===== config.mk =====
export PLATFORM = sky130hd
export DESIGN_NAME = pll_lock_seq_flat
export DESIGN_NICKNAME = d
export VERILOG_FILES = /design/src/rtl/pll_ctrl_pkg.sv /design/src/rtl/pll_lock_seq_if.sv /design/src/rtl/sync_2ff.sv /design/src/rtl/pll_lock_seq.sv /design/src/flat_wrapper.sv
export SDC_FILE = /design/constraint.sdc
export NUM_CORES = 1
export LEC_CHECK = 0
export BUFFER_PORTS_ARGS = -buffer_cell sky130_fd_sc_hd__buf_2
export CORE_AREA = 8 8 69 71
export DETAILED_ROUTE_END_ITERATION = 16
export DIE_AREA = 0 0 77 79
export PLACE_DENSITY = 0.79
export SYNTH_ARGS = -nofsm -noshare
export SYNTH_HDL_FRONTEND = slang
export SYNTH_HIERARCHICAL = 1
export SYNTH_SLANG_ARGS = --single-unit

===== constraint.sdc =====
create_clock -name clk -period 5.5 [get_ports clk]
set_clock_uncertainty 0.2 [all_clocks]
set_input_delay 0.275 -clock clk [delete_from_list [all_inputs] [get_ports clk]]
set_output_delay 0.275 -clock clk [all_outputs]
set_load 0.1 [all_outputs]

===== src/rtl/pll_ctrl_pkg.sv =====
// pll_ctrl_pkg: shared types and constants for the PLL lock sequencer.
//   pll_state_e : sequencer state encoding
//   cnt_width() : width needed by the shared cycle counter for a parameter set
//   CNT_W       : counter width for the default parameter set
//   LOL_MAX     : saturation value of the loss-of-lock counter
package pll_ctrl_pkg;

    typedef enum logic [2:0] {
        StIdle,
        StReset,
        StWaitLock,
        StStable,
        StRun,
        StStdby,
        StFault,
        StPhase
    } pll_state_e;

    localparam int unsigned DEF_RST_CYCLES   = 16;
    localparam int unsigned DEF_LOCK_TIMEOUT = 50000;
    localparam int unsigned DEF_LOCK_STABLE  = 1024;
    localparam int unsigned DEF_PS_SETTLE    = 4;

    localparam logic [7:0] LOL_MAX = 8'hFF;

    // Width that can hold the largest terminal count of any state.
    function automatic int unsigned cnt_width(input int unsigned a, input int unsigned b,
                                              input int unsigned c, input int unsigned d);
        int unsigned m;
        m = a;
        if (b > m) m = b;
        if (c > m) m = c;
        if (d > m) m = d;
        return $clog2(m + 1);
    endfunction

    localparam int unsigned CNT_W = cnt_width(DEF_RST_CYCLES, DEF_LOCK_TIMEOUT,
                                              DEF_LOCK_STABLE, 2 * DEF_PS_SETTLE + 4);

endpackage


===== src/rtl/pll_lock_seq_if.sv =====
// pll_lock_seq_if: signal bundle between the PLL lock sequencer and its surroundings.
//   enable, pll_lock                  : control level and raw PLL lock into the sequencer
//   pll_rst, pll_stdby                : PLL reset / standby pins
//   sys_rst_n, locked, fault          : downstream reset and status
//   lol_count, retry_count            : loss-of-lock and consecutive-timeout counters
//   pll_phasesel/dir/step/loadreg     : PLL phase pins (tied low unless PLL_PHASE_STEP_EN)
//   ps_req, ps_sel, ps_dir, ps_ack    : phase-step handshake, only with PLL_PHASE_STEP_EN
// modport master: the sequencer; modport slave: the system / PLL side.
interface pll_lock_seq_if;

    logic       enable;
    logic       pll_lock;
    logic       pll_rst;
    logic       pll_stdby;
    logic       sys_rst_n;
    logic       locked;
    logic       fault;
    logic [7:0] lol_count;
    logic [3:0] retry_count;
    logic [1:0] pll_phasesel;
    logic       pll_phasedir;
    logic       pll_phasestep;
    logic       pll_phaseloadreg;
`ifdef PLL_PHASE_STEP_EN
    logic       ps_req;
    logic [1:0] ps_sel;
    logic       ps_dir;
    logic       ps_ack;

    modport master (
        input  enable, pll_lock, ps_req, ps_sel, ps_dir,
        output pll_rst, pll_stdby, sys_rst_n, locked, fault, lol_count, retry_count,
        output pll_phasesel, pll_phasedir, pll_phasestep, pll_phaseloadreg, ps_ack
    );

    modport slave (
        output enable, pll_lock, ps_req, ps_sel, ps_dir,
        input  pll_rst, pll_stdby, sys_rst_n, locked, fault, lol_count, retry_count,
        input  pll_phasesel, pll_phasedir, pll_phasestep, pll_phaseloadreg, ps_ack
    );
`else
    modport master (
        input  enable, pll_lock,
        output pll_rst, pll_stdby, sys_rst_n, locked, fault, lol_count, retry_count,
        output pll_phasesel, pll_phasedir, pll_phasestep, pll_phaseloadreg
    );

    modport slave (
        output enable, pll_lock,
        input  pll_rst, pll_stdby, sys_rst_n, locked, fault, lol_count, retry_count,
        input  pll_phasesel, pll_phasedir, pll_phasestep, pll_phaseloadreg
    );
`endif

endinterface


===== src/rtl/sync_2ff.sv =====
// sync_2ff: two-flop synchroniser for a single asynchronous level.
//   clk, rst_n : clock and asynchronous active-low reset (output resets to 0)
//   d          : asynchronous input
//   q          : input synchronised to clk, two cycles of latency
module sync_2ff (
    input  logic clk,
    input  logic rst_n,
    input  logic d,
    output logic q
);

    logic meta_q;
    logic sync_q;

    always_ff @(posedge clk or negedge rst_n) begin
        if (!rst_n) begin
            meta_q <= 1'b0;
            sync_q <= 1'b0;
        end else begin
            meta_q <= d;
            sync_q <= meta_q;
        end
    end

    assign q = sync_q;

endmodule


===== src/rtl/pll_lock_seq.sv =====
// pll_lock_seq: power-up, lock-supervision and recovery sequencer for the system PLL.
// Runs on the PLL reference clock.
//   clk   : PLL reference clock
//   rst_n : asynchronous active-low reset
//   bus   : pll_lock_seq_if.master (control, PLL pins, status, counters)
// Optional feature macro PLL_PHASE_STEP_EN adds the phase-step handshake and PHASE state;
// without it the PLL phase pins are tied low.
module pll_lock_seq
    import pll_ctrl_pkg::*;
#(
    parameter int unsigned RST_CYCLES   = 16,
    parameter int unsigned LOCK_TIMEOUT = 50000,
    parameter int unsigned LOCK_STABLE  = 1024,
    parameter int unsigned MAX_RETRY    = 3,
    parameter int unsigned PS_SETTLE    = 4
) (
    input logic          clk,
    input logic          rst_n,
    pll_lock_seq_if.master bus
);

    localparam int unsigned ParamW = cnt_width(RST_CYCLES, LOCK_TIMEOUT, LOCK_STABLE,
                                               2 * PS_SETTLE + 4);
    // Never narrower than the default build.
    localparam int unsigned CntW = (ParamW > CNT_W) ? ParamW : CNT_W;

    localparam logic [CntW-1:0] RstLast     = CntW'(RST_CYCLES - 1);
    localparam logic [CntW-1:0] TimeoutLast = CntW'(LOCK_TIMEOUT - 1);
    // The WAIT_LOCK cycle that sees lock_s=1 is the first stable cycle, so STABLE
    // itself spans LOCK_STABLE-1 cycles.
    localparam logic [CntW-1:0] StableLast  = CntW'(LOCK_STABLE - 2);
    localparam logic [3:0]      RetryMax    = 4'(MAX_RETRY);

    logic            lock_s;
    pll_state_e      state_q, state_d;
    logic [CntW-1:0] cnt_q;
    logic [3:0]      retry_q;
    logic [7:0]      lol_q;
    logic            retry_inc, retry_clr, lol_inc;
    logic            pll_rst_q, pll_stdby_q, sys_rst_n_q, locked_q, fault_q;

    sync_2ff u_lock_sync (
        .clk   (clk),
        .rst_n (rst_n),
        .d     (bus.pll_lock),
        .q     (lock_s)
    );

`ifdef PLL_PHASE_STEP_EN
    localparam logic [CntW-1:0] StepAt    = '0;
    localparam logic [CntW-1:0] LoadAt    = CntW'(PS_SETTLE + 1);
    localparam logic [CntW-1:0] AckAt     = CntW'(2 * PS_SETTLE + 2);
    localparam logic [CntW-1:0] PhaseLast = CntW'(2 * PS_SETTLE + 3);

    logic       phase_hold;
    logic [1:0] phasesel_q;
    logic       phasedir_q, phasestep_q, loadreg_q, ps_ack_q;

    // Staying in PHASE; an abort to RESET suppresses any pending pulse.
    assign phase_hold = (state_q == StPhase) && (state_d == StPhase);
`endif

    always_comb begin
        state_d   = state_q;
        retry_inc = 1'b0;
        retry_clr = 1'b0;
        lol_inc   = 1'b0;
        unique case (state_q)
            StIdle: begin
                if (bus.enable) state_d = StReset;
            end
            StReset: begin
                if (!bus.enable)           state_d = StStdby;
                else if (cnt_q == RstLast) state_d = StWaitLock;
            end
            StWaitLock: begin
                if (!bus.enable) begin
                    state_d = StStdby;
                end else if (lock_s) begin
                    state_d = StStable;
                end else if (cnt_q == TimeoutLast) begin
                    retry_inc = 1'b1;
                    state_d   = (retry_q + 4'd1 == RetryMax) ? StFault : StReset;
                end
            end
            StStable: begin
                if (!bus.enable) begin
                    state_d = StStdby;
                end else if (!lock_s) begin
                    state_d = StWaitLock;
                end else if (cnt_q == StableLast) begin
                    state_d   = StRun;
                    retry_clr = 1'b1;
                end
            end
            StRun: begin
                if (!lock_s) begin
                    lol_inc = 1'b1;
                    state_d = StReset;
                end else if (!bus.enable) begin
                    state_d = StStdby;
                end
`ifdef PLL_PHASE_STEP_EN
                else if (bus.ps_req) begin
                    state_d = StPhase;
                end
`endif
            end
            StStdby: begin
                if (bus.enable) state_d = StReset;
            end
            StFault: begin
                if (!bus.enable) begin
                    state_d   = StIdle;
                    retry_clr = 1'b1;
                end
            end
`ifdef PLL_PHASE_STEP_EN
            StPhase: begin
                // PHASE is part of the locked period, so a drop counts as a loss of lock.
                if (!lock_s) begin
                    lol_inc = 1'b1;
                    state_d = StReset;
                end else if (cnt_q == PhaseLast) begin
                    state_d = StRun;
                end
            end
`endif
            default: state_d = StIdle;
        endcase
    end

    // Outputs are decoded from the next state so they change on the same edge as the state.
    always_ff @(posedge clk or negedge rst_n) begin
        if (!rst_n) begin
            state_q     <= StIdle;
            cnt_q       <= '0;
            retry_q     <= '0;
            lol_q       <= '0;
            pll_rst_q   <= 1'b1;
            pll_stdby_q <= 1'b0;
            sys_rst_n_q <= 1'b0;
            locked_q    <= 1'b0;
            fault_q     <= 1'b0;
`ifdef PLL_PHASE_STEP_EN
            phasesel_q  <= '0;
            phasedir_q  <= 1'b0;
            phasestep_q <= 1'b0;
            loadreg_q   <= 1'b0;
            ps_ack_q    <= 1'b0;
`endif
        end else begin
            state_q     <= state_d;
            cnt_q       <= (state_d != state_q) ? '0 : cnt_q + 1'b1;
            pll_rst_q   <= (state_d == StIdle) || (state_d == StReset) || (state_d == StFault);
            pll_stdby_q <= (state_d == StStdby);
            sys_rst_n_q <= (state_d == StRun) || (state_d == StPhase);
            locked_q    <= (state_d == StRun) || (state_d == StPhase);
            fault_q     <= (state_d == StFault);
            if (retry_clr)      retry_q <= '0;
            else if (retry_inc) retry_q <= retry_q + 4'd1;
            if (lol_inc && (lol_q != LOL_MAX)) lol_q <= lol_q + 8'd1;
`ifdef PLL_PHASE_STEP_EN
            if ((state_q == StRun) && (state_d == StPhase)) begin
                phasesel_q <= bus.ps_sel;
                phasedir_q <= bus.ps_dir;
            end
            phasestep_q <= phase_hold && (cnt_q == StepAt);
            loadreg_q   <= phase_hold && (cnt_q == LoadAt);
            ps_ack_q    <= phase_hold && (cnt_q == AckAt);
`endif
        end
    end

    assign bus.pll_rst     = pll_rst_q;
    assign bus.pll_stdby   = pll_stdby_q;
    assign bus.sys_rst_n   = sys_rst_n_q;
    assign bus.locked      = locked_q;
    assign bus.fault       = fault_q;
    assign bus.lol_count   = lol_q;
    assign bus.retry_count = retry_q;

`ifdef PLL_PHASE_STEP_EN
    assign bus.pll_phasesel     = phasesel_q;
    assign bus.pll_phasedir     = phasedir_q;
    assign bus.pll_phasestep    = phasestep_q;
    assign bus.pll_phaseloadreg = loadreg_q;
    assign bus.ps_ack           = ps_ack_q;
`else
    assign bus.pll_phasesel     = 2'b00;
    assign bus.pll_phasedir     = 1'b0;
    assign bus.pll_phasestep    = 1'b0;
    assign bus.pll_phaseloadreg = 1'b0;
`endif

endmodule


===== src/flat_wrapper.sv =====
// flat-port wrapper written by rule: the top's interface ports become plain ports
module pll_lock_seq_flat import pll_ctrl_pkg::*;
#(
    parameter int unsigned RST_CYCLES   = 16,
    parameter int unsigned LOCK_TIMEOUT = 50000,
    parameter int unsigned LOCK_STABLE  = 1024,
    parameter int unsigned MAX_RETRY    = 3,
    parameter int unsigned PS_SETTLE    = 4
)
  (clk, rst_n, bus_enable, bus_pll_lock, bus_pll_rst, bus_pll_stdby, bus_sys_rst_n, bus_locked, bus_fault, bus_lol_count, bus_retry_count, bus_pll_phasesel, bus_pll_phasedir, bus_pll_phasestep, bus_pll_phaseloadreg);
  pll_lock_seq_if bus_i ();
  input logic clk;
  input logic rst_n;
  input wire logic [$bits(bus_i.enable)-1:0] bus_enable;
  input wire logic [$bits(bus_i.pll_lock)-1:0] bus_pll_lock;
  output wire logic [$bits(bus_i.pll_rst)-1:0] bus_pll_rst;
  output wire logic [$bits(bus_i.pll_stdby)-1:0] bus_pll_stdby;
  output wire logic [$bits(bus_i.sys_rst_n)-1:0] bus_sys_rst_n;
  output wire logic [$bits(bus_i.locked)-1:0] bus_locked;
  output wire logic [$bits(bus_i.fault)-1:0] bus_fault;
  output wire logic [$bits(bus_i.lol_count)-1:0] bus_lol_count;
  output wire logic [$bits(bus_i.retry_count)-1:0] bus_retry_count;
  output wire logic [$bits(bus_i.pll_phasesel)-1:0] bus_pll_phasesel;
  output wire logic [$bits(bus_i.pll_phasedir)-1:0] bus_pll_phasedir;
  output wire logic [$bits(bus_i.pll_phasestep)-1:0] bus_pll_phasestep;
  output wire logic [$bits(bus_i.pll_phaseloadreg)-1:0] bus_pll_phaseloadreg;
  assign bus_i.enable = bus_enable;
  assign bus_i.pll_lock = bus_pll_lock;
  assign bus_pll_rst = bus_i.pll_rst;
  assign bus_pll_stdby = bus_i.pll_stdby;
  assign bus_sys_rst_n = bus_i.sys_rst_n;
  assign bus_locked = bus_i.locked;
  assign bus_fault = bus_i.fault;
  assign bus_lol_count = bus_i.lol_count;
  assign bus_retry_count = bus_i.retry_count;
  assign bus_pll_phasesel = bus_i.pll_phasesel;
  assign bus_pll_phasedir = bus_i.pll_phasedir;
  assign bus_pll_phasestep = bus_i.pll_phasestep;
  assign bus_pll_phaseloadreg = bus_i.pll_phaseloadreg;
  pll_lock_seq #(.RST_CYCLES(RST_CYCLES), .LOCK_TIMEOUT(LOCK_TIMEOUT), .LOCK_STABLE(LOCK_STABLE), .MAX_RETRY(MAX_RETRY), .PS_SETTLE(PS_SETTLE)) u_core (.clk(clk), .rst_n(rst_n), .bus(bus_i));
endmodule

---- After elaboration in Yosys (flattened, before gate mapping) ----
Index checks and enable logic that the tools add are counted.
word-level totals
  bits in registers ....................... 37
  bits in latches ......................... 0
  memory bits (writable) .................. 0
  ROM bits ................................ 0
  input port bits ......................... 4
  output and inout bits ................... 22
  logic and storage cells ................. 66
  memories ................................ 0
cells by class
  add/sub/neg operators ................... 3
  multiply operators ...................... 0
  divide/modulo/power cells ............... 0
  order comparisons ....................... 0
  eq/ne operators ......................... 17
  shift operators ......................... 0
  multiplexer cells ....................... 28
  bitwise gates (word level) .............. 0
  reductions and logical operators ........ 8
operator list
  cell                     count
  $mux W3                  13
  $eq A3 B3 Y1 const B     7
  $pmux W3 S6              1
  $add A16 B1 Y16 const B  1
  $eq A16 B10 Y1 const B   1
  $eq A16 B16 Y1 const B   1
  $eq A16 B4 Y1 const B    1
  $mux W16                 1
  $mux W1                  10
  $add A8 B1 Y8 const B    1
  $mux W4                  2
  $ne A8 B8 Y1 const B     1
  $eq A3 B1 Y1 const B     2
  $eq A3 B2 Y1 const B     2
  $logic_not A3 Y1         2
  $add A4 B1 Y4 const B    1
  $eq A4 B2 Y1 const B     1
  $logic_or A1 B1 Y1       3
  $ne A3 B3 Y1             1
  $pmux W1 S2              1
  $reduce_bool A2 Y1       1
  $reduce_or A2 Y1         1
  $logic_and A1 B1 Y1      1

---- Depth between registers and ports, before layout ----
  depth after elaboration ................. 10
  gate-level depth with buffers ........... 9
  gate-level depth less buffers ........... 8

---- By module ----
Netlist, hierarchy kept.
modules (own cells, without submodules)
  module        times used  cells each  area each (um2)  sequential area each (um2)
  pll_lock_seq  1           225         2,053.2          877.1
  sync_2ff      1           2           50.0             50.0

---- Least setup slack after synthesis ----
Ideal clock, no wire load.
  kind .................................... reg-to-reg
  start point ............................. register u_core.retry_q[0] (netlist: u_core/bus.retry_count[0])
  end point ............................... register u_core.cnt_q[10]
  library setup time ...................... 0.072 ns
  arrival ................................. 2.647 ns
  path slack .............................. 2.582 ns
  cell stages (with the launch flop) ...... 10
  path buffers ............................ 1
  clock period less this slack ............ 2.918 ns
  path through ............................ dfrtp_1 inv_1 ha_1 and3_1 a31oi_1 o31ai_1 o22ai_1 clkbuf_1 nand2_1 nor2_1
on the way
  longest elaborated chain between the ends .. 9
ends and longest elaborated chain
  what                    line                 RTL
  start, declared         pll_lock_seq.sv:37   logic [3:0] retry_q;
  start signal, assigned  pll_lock_seq.sv:161  else if (retry_inc) retry_q <= retry_q + 4'd1;
  $add A4 B1 Y4           pll_lock_seq.sv:83   state_d = (retry_q + 4'd1 == RetryMax) ? StFault : StReset;
  $eq A4 B2 Y1            pll_lock_seq.sv:83
  $mux W3                 pll_lock_seq.sv:83
  $mux W3                 pll_lock_seq.sv:81   end else if (cnt_q == TimeoutLast) begin
  $mux W3                 pll_lock_seq.sv:79   end else if (lock_s) begin
  $mux W3                 pll_lock_seq.sv:77   if (!bus.enable) begin
  $pmux W3 S6             pll_lock_seq.sv:68   unique case (state_q)
  $ne A3 B3 Y1            pll_lock_seq.sv:154  cnt_q <= (state_d != state_q) ? '0 : cnt_q + 1'b1;
  $mux W16                pll_lock_seq.sv:154
  end signal, assigned    pll_lock_seq.sv:154
  end, declared           pll_lock_seq.sv:36   logic [CntW-1:0] cnt_q;
No other way between the ends.
A chain may end at the register's enable or synchronous reset.

---- Final worst setup path ----
  start point ............................. register u_core.cnt_q[1]
  end point ............................... register u_core.cnt_q[1]
on the way
  longest elaborated chain between the ends .. 7
  elaborated cells on any way between the ends .. 15
  classes of those cells .................. add/sub: 1; eq/ne: 4; mux: 10
ends and longest elaborated chain
  what                                                     line
  $eq A16 B10 Y1 / $eq A16 B16 Y1 (equally long branches)  pll_lock_seq.sv:91, pll_lock_seq.sv:81
  $mux W3, on equally long branches                        pll_lock_seq.sv:91, pll_lock_seq.sv:81
  $mux W3, on equally long branches                        pll_lock_seq.sv:89, pll_lock_seq.sv:79
  $mux W3, on equally long branches                        pll_lock_seq.sv:87, pll_lock_seq.sv:77
  $pmux W3 S6                                              pll_lock_seq.sv:68
  $ne A3 B3 Y1                                             pll_lock_seq.sv:154
  $mux W16 (*)                                             pll_lock_seq.sv:154
Every way passes the cells marked *; elsewhere a longest branch is shown, timed or not.

==> out/results.txt <==
The share of total power in sequential cells was 42.8%. The analysis attributes to cell leakage a power of 1.08 nW. For the die footprint, the log shows 6080 um2. The category of the worst setup path capture point is a flop. The run gives 297 as the final cell count without fillers. The combinational fraction of design power was 34.0%; the vertical die dimension was 79 um.

The worst setup path is launched from a flop. The tightest min-delay check is of the flop to flop type. In the global route stage, overall resource usage came out at 13.9%.

The share of final-layout standard cells stronger than drive strength 1 was 15.8%. The minimum clock period after layout came out at 2.95 ns. Across the run, the number of max-cap violations was 0. In this run the critical register-to-register path is launched from u_core/cnt_q[1]$_DFF_PN0_. Input and output buffers added on the ports amount to 20. TritonCTS built the clock tree. For the total of endpoints with negative setup slack in the final report, the log shows 0. The detailed-route DRC error count was 0; the synthesized cell area was 2100 um2.

Data on the critical path arrives at its endpoint at 2.91 ns. The final total negative setup slack came out at 0 ns. The run gives 6 as the total of warnings raised by yosys.

For the pin with the worst max-slew slack, the measured transition is 1.17 ns. Of the total synthesized cell area, the portion taken by XOR and XNOR cells is 10.4%. The most common flop cell mapped by yosys was sky130_fd_sc_hd__dfrtp_1. The synthesized netlist devotes 28.7% of its cell area to simple gates. Buffers added to address setup during post-CTS repair amount to 0.

Synthesized area divided by synthesized cell count: 9.27 um2. The first global-routing pass estimated 7000 um of wire. For this run, the post-layout net count is 255. The tools report the maximum level of the CTS H-tree as 2. The clock tree root driver cell is sky130_fd_sc_hd__clkbuf_8. The detailed router finished its first iteration with 117 violations. Entering global routing, the biggest net connects 38 pins. Clock-pin slew of the registers on the worst-case setup and hold paths: 0.07 ns.

The worst min-delay path endpoint was u_core/u_lock_sync/q$_DFF_PN0_. In this run the deepest clock path goes through 2 buffers. In this run the critical register-to-register path is captured at u_core/cnt_q[1]$_DFF_PN0_. The kind of critical path was flop to flop.

The die is 77 um wide. The total of cells resized after clock tree synthesis is 0. The count of cells along the worst hold path was 0. The worst hold path begins at u_core/u_lock_sync/meta_q$_DFF_PN0_. The flow ran to the end, and the final reports show no timing, DRC or antenna violations. The number of hold-repair buffers added at the cts stage was 2; the total instance count after detailed placement was 287.

The global-route congestion overflow total was 0; the switching share of power was 42.3%. The synthesis-stage register bit count is 37. The core outline area is 3800 um2. The logs give 22.2% for the worst max-slew margin expressed relative to the limit and 2200 um2 for the post-detailed-placement cell area. The proportion of synthesized chip area in sequential cells was 44.1%; the signed area change from the synthesized netlist to the final layout was 9.40%. The diode insertion count for antenna repair was 0; the clock buffer count from CTS was 5. Yosys attributes the largest share of cell area to sky130_fd_sc_hd__dfrtp_1, sky130_fd_sc_hd__nor2_1, sky130_fd_sc_hd__xnor2_1. Share of synthesized flip-flops with an asynchronous set or reset: 100%. The final count of hold timing violations is 0.

In this run, the clock network consumes 23.2% of the power. Along the worst path, the maximum fanout reaches 16. For the placement row count, the log shows 23. Setup repair after global routing left no endpoint under its margin. For the worst setup path, the data required time is 5.47 ns. After Yosys synthesis, full adders, half adders and majority gates account for 2.97% of the synthesized area. The average wire per standard cell was 13.9 um; the post-layout worst setup margin was 2.55 ns.

The wire-length estimate of the detail-placed layout is 2910 um. The largest total area in the synthesized netlist belongs to sky130_fd_sc_hd__dfrtp_1. The portion of synthesized area spent on multiplexers is 1.78%. For the I/O pin total, the log shows 26. The detail-routed via count per cell was 5.42.

At the end of routability-driven placement, the weighted congestion stood at 0.868. The run gives 0.149 ns as the hold slack. Counting flops with a built-in enable in the synthesized netlist gives 0. The tools report the latest clock arrival within the worst-skew pair as 0.29 ns.

The depth of the worst register-to-register path was 6; the worst setup timing slack at the placement stage was 2.56 ns. The logs give 267 uV for the worst-case vdd ir drop and 0 for the initial antenna violation count. The peak clock frequency supported by timing is 339 MHz.

For the antenna violation net count after detailed routing, the log shows 0. The synthesized design devotes to its leading area cell type 42.8% of total area. The number of max-slew violations in the final report was 0; the via count of the first global-routing pass was 1460.

Dividing total power by cell area gives a power density of 333 nW/um2. Setup slack on the worst reg-to-reg path comes out at 2.55 ns. The tools report the total power consumption of the routed design as 0.766 mW. Summed over all nets, the switching power comes to 0.324 mW. The fraction of the cycle the final worst path needs is 53.6%. For this design, the sink count on the clock tree is 37. By area, the combinational part of the netlist is dominated by simple AND/OR/NAND/NOR gates. After technology mapping, the gate count stands at 227. At the end of the flow the core is filled with cells to 60.6%.

The logs give 0.442 mW for the internal portion of total power and 1609 for the via total after detailed routing. After routing the design area is 2300 um2. Summed over all layers, the routed wires come to 4120 um.

For this configuration, the core starts out at a cell density of 55.4%. The synthesized netlist devotes 6.66% of its cell area to compound gates. The tools report the count of unique library cells instantiated by Yosys as 49.

The detailed-router iteration count before antenna repair came out at 4.
[worst max-delay path, cell delays in order (launching register included)]
cell                      delay, ns
sky130_fd_sc_hd__dfrtp_1       0.38
sky130_fd_sc_hd__ha_1          0.21
sky130_fd_sc_hd__or4b_1        0.49
sky130_fd_sc_hd__or4_1         0.54
sky130_fd_sc_hd__o31ai_1       0.28
sky130_fd_sc_hd__o22ai_1       0.44
sky130_fd_sc_hd__nor3b_1       0.29
[sequential cells by signal, summed over array words and instances, names as in the netlist]
signal,count
u_core/bus.retry_count,4
u_core/bus.pll_rst,1
u_core/bus.pll_stdby,1
u_core/bus.locked,1
u_core/u_lock_sync/q,1
u_core/bus.lol_count,8
u_core/state_q,3
u_core/u_lock_sync/meta_q,1
u_core/cnt_q,16
u_core/bus.fault,1
[worst max path at each step]
stage / from / to / cells after the start
5_1_grt: u_core/bus.retry_count[0]$_DFFE_PN0P_ / u_core/cnt_q[15]$_DFF_PN0_ / 8
3_5_place_dp: u_core/cnt_q[1]$_DFF_PN0_ / u_core/cnt_q[1]$_DFF_PN0_ / 6
4_1_cts: u_core/cnt_q[1]$_DFF_PN0_ / u_core/cnt_q[1]$_DFF_PN0_ / 6
6_report: u_core/cnt_q[1]$_DFF_PN0_ / u_core/cnt_q[1]$_DFF_PN0_ / 6
3_3_place_gp: u_core/cnt_q[0]$_DFF_PN0_ / u_core/cnt_q[1]$_DFF_PN0_ / 6
2_1_floorplan: u_core/bus.retry_count[0]$_DFFE_PN0P_ / u_core/cnt_q[10]$_DFF_PN0_ / 9
[power groups by stage]
stage	combinational, mW	clock [mW]	sequential [mW]
floorplan	0.128	0	0.428
global placement	0.257	0	0.331
detailed placement	0.261	0	0.332
CTS	0.262	0.186	0.327
global route	0.278	0.195	0.333
finish	0.260	0.178	0.328
[area by class of cell]
class	count	area (um2)
multi-input cells	173	1080
repair buffers	22	120
clock buffers	6	72.6
well taps	50	62.6
fillers	355	1500
flip-flops and latches	37	927
inverters	7	26.3
clock inverters	2	10.0
[cells in the mapped netlist (2+ instances only)]
master and instances:
sky130_fd_sc_hd__dfrtp_1 36, sky130_fd_sc_hd__nor2b_1 5, sky130_fd_sc_hd__o21a_1 2, sky130_fd_sc_hd__nand4_1 8
sky130_fd_sc_hd__nand2_1 27, sky130_fd_sc_hd__or4_4 2, sky130_fd_sc_hd__or3_1 2, sky130_fd_sc_hd__ha_1 5
sky130_fd_sc_hd__xnor2_1 15, sky130_fd_sc_hd__and3_1 2, sky130_fd_sc_hd__mux2_2 2, sky130_fd_sc_hd__nand3_1 9
sky130_fd_sc_hd__nor2_1 35, sky130_fd_sc_hd__or4_1 3, sky130_fd_sc_hd__inv_1 7, sky130_fd_sc_hd__or2_2 2
sky130_fd_sc_hd__buf_4 6, sky130_fd_sc_hd__and4_1 2, sky130_fd_sc_hd__nand2b_1 5, sky130_fd_sc_hd__o22ai_1 2
sky130_fd_sc_hd__nor4_1 2, sky130_fd_sc_hd__o21ai_0 4, sky130_fd_sc_hd__a21oi_1 2, sky130_fd_sc_hd__xor2_1 10
sky130_fd_sc_hd__clkbuf_1 7, sky130_fd_sc_hd__nor4b_1 2
[routing by layer]
layer / GRT usage (%) / part of all wire [%]
met5: 0 / 0
met4: 4.91 / 1.2
met3: 3.27 / 5.3
met2: 23.0 / 50
met1: 17.6 / 44
[cells by family after synthesis]
logic type      Yosys count
simple gates            116
flops                    37
xor+xnor                 25
buf+inv                  21
compound gates           19
fa+ha+maj                 5
mux                       3
other cells               1
[cell usage in the layout, fill, tap and decap left out, drive strengths merged, types with 3 or more instances in the layout]
| cell type | instances |
|---|---|
| nor2 | 35 |
| nor2b | 5 |
| nand4 | 8 |
| nand2b | 5 |
| ha | 5 |
| o21ai | 4 |
| buf | 20 |
| nand3 | 10 |
| dfrtp | 36 |
| xnor2 | 15 |
| mux2 | 3 |
| or4 | 5 |
| inv | 7 |
| nand2 | 27 |
| clkbuf | 6 |
| xor2 | 10 |
| conb | 5 |
Note: power is estimated with default switching activity, not from simulation.
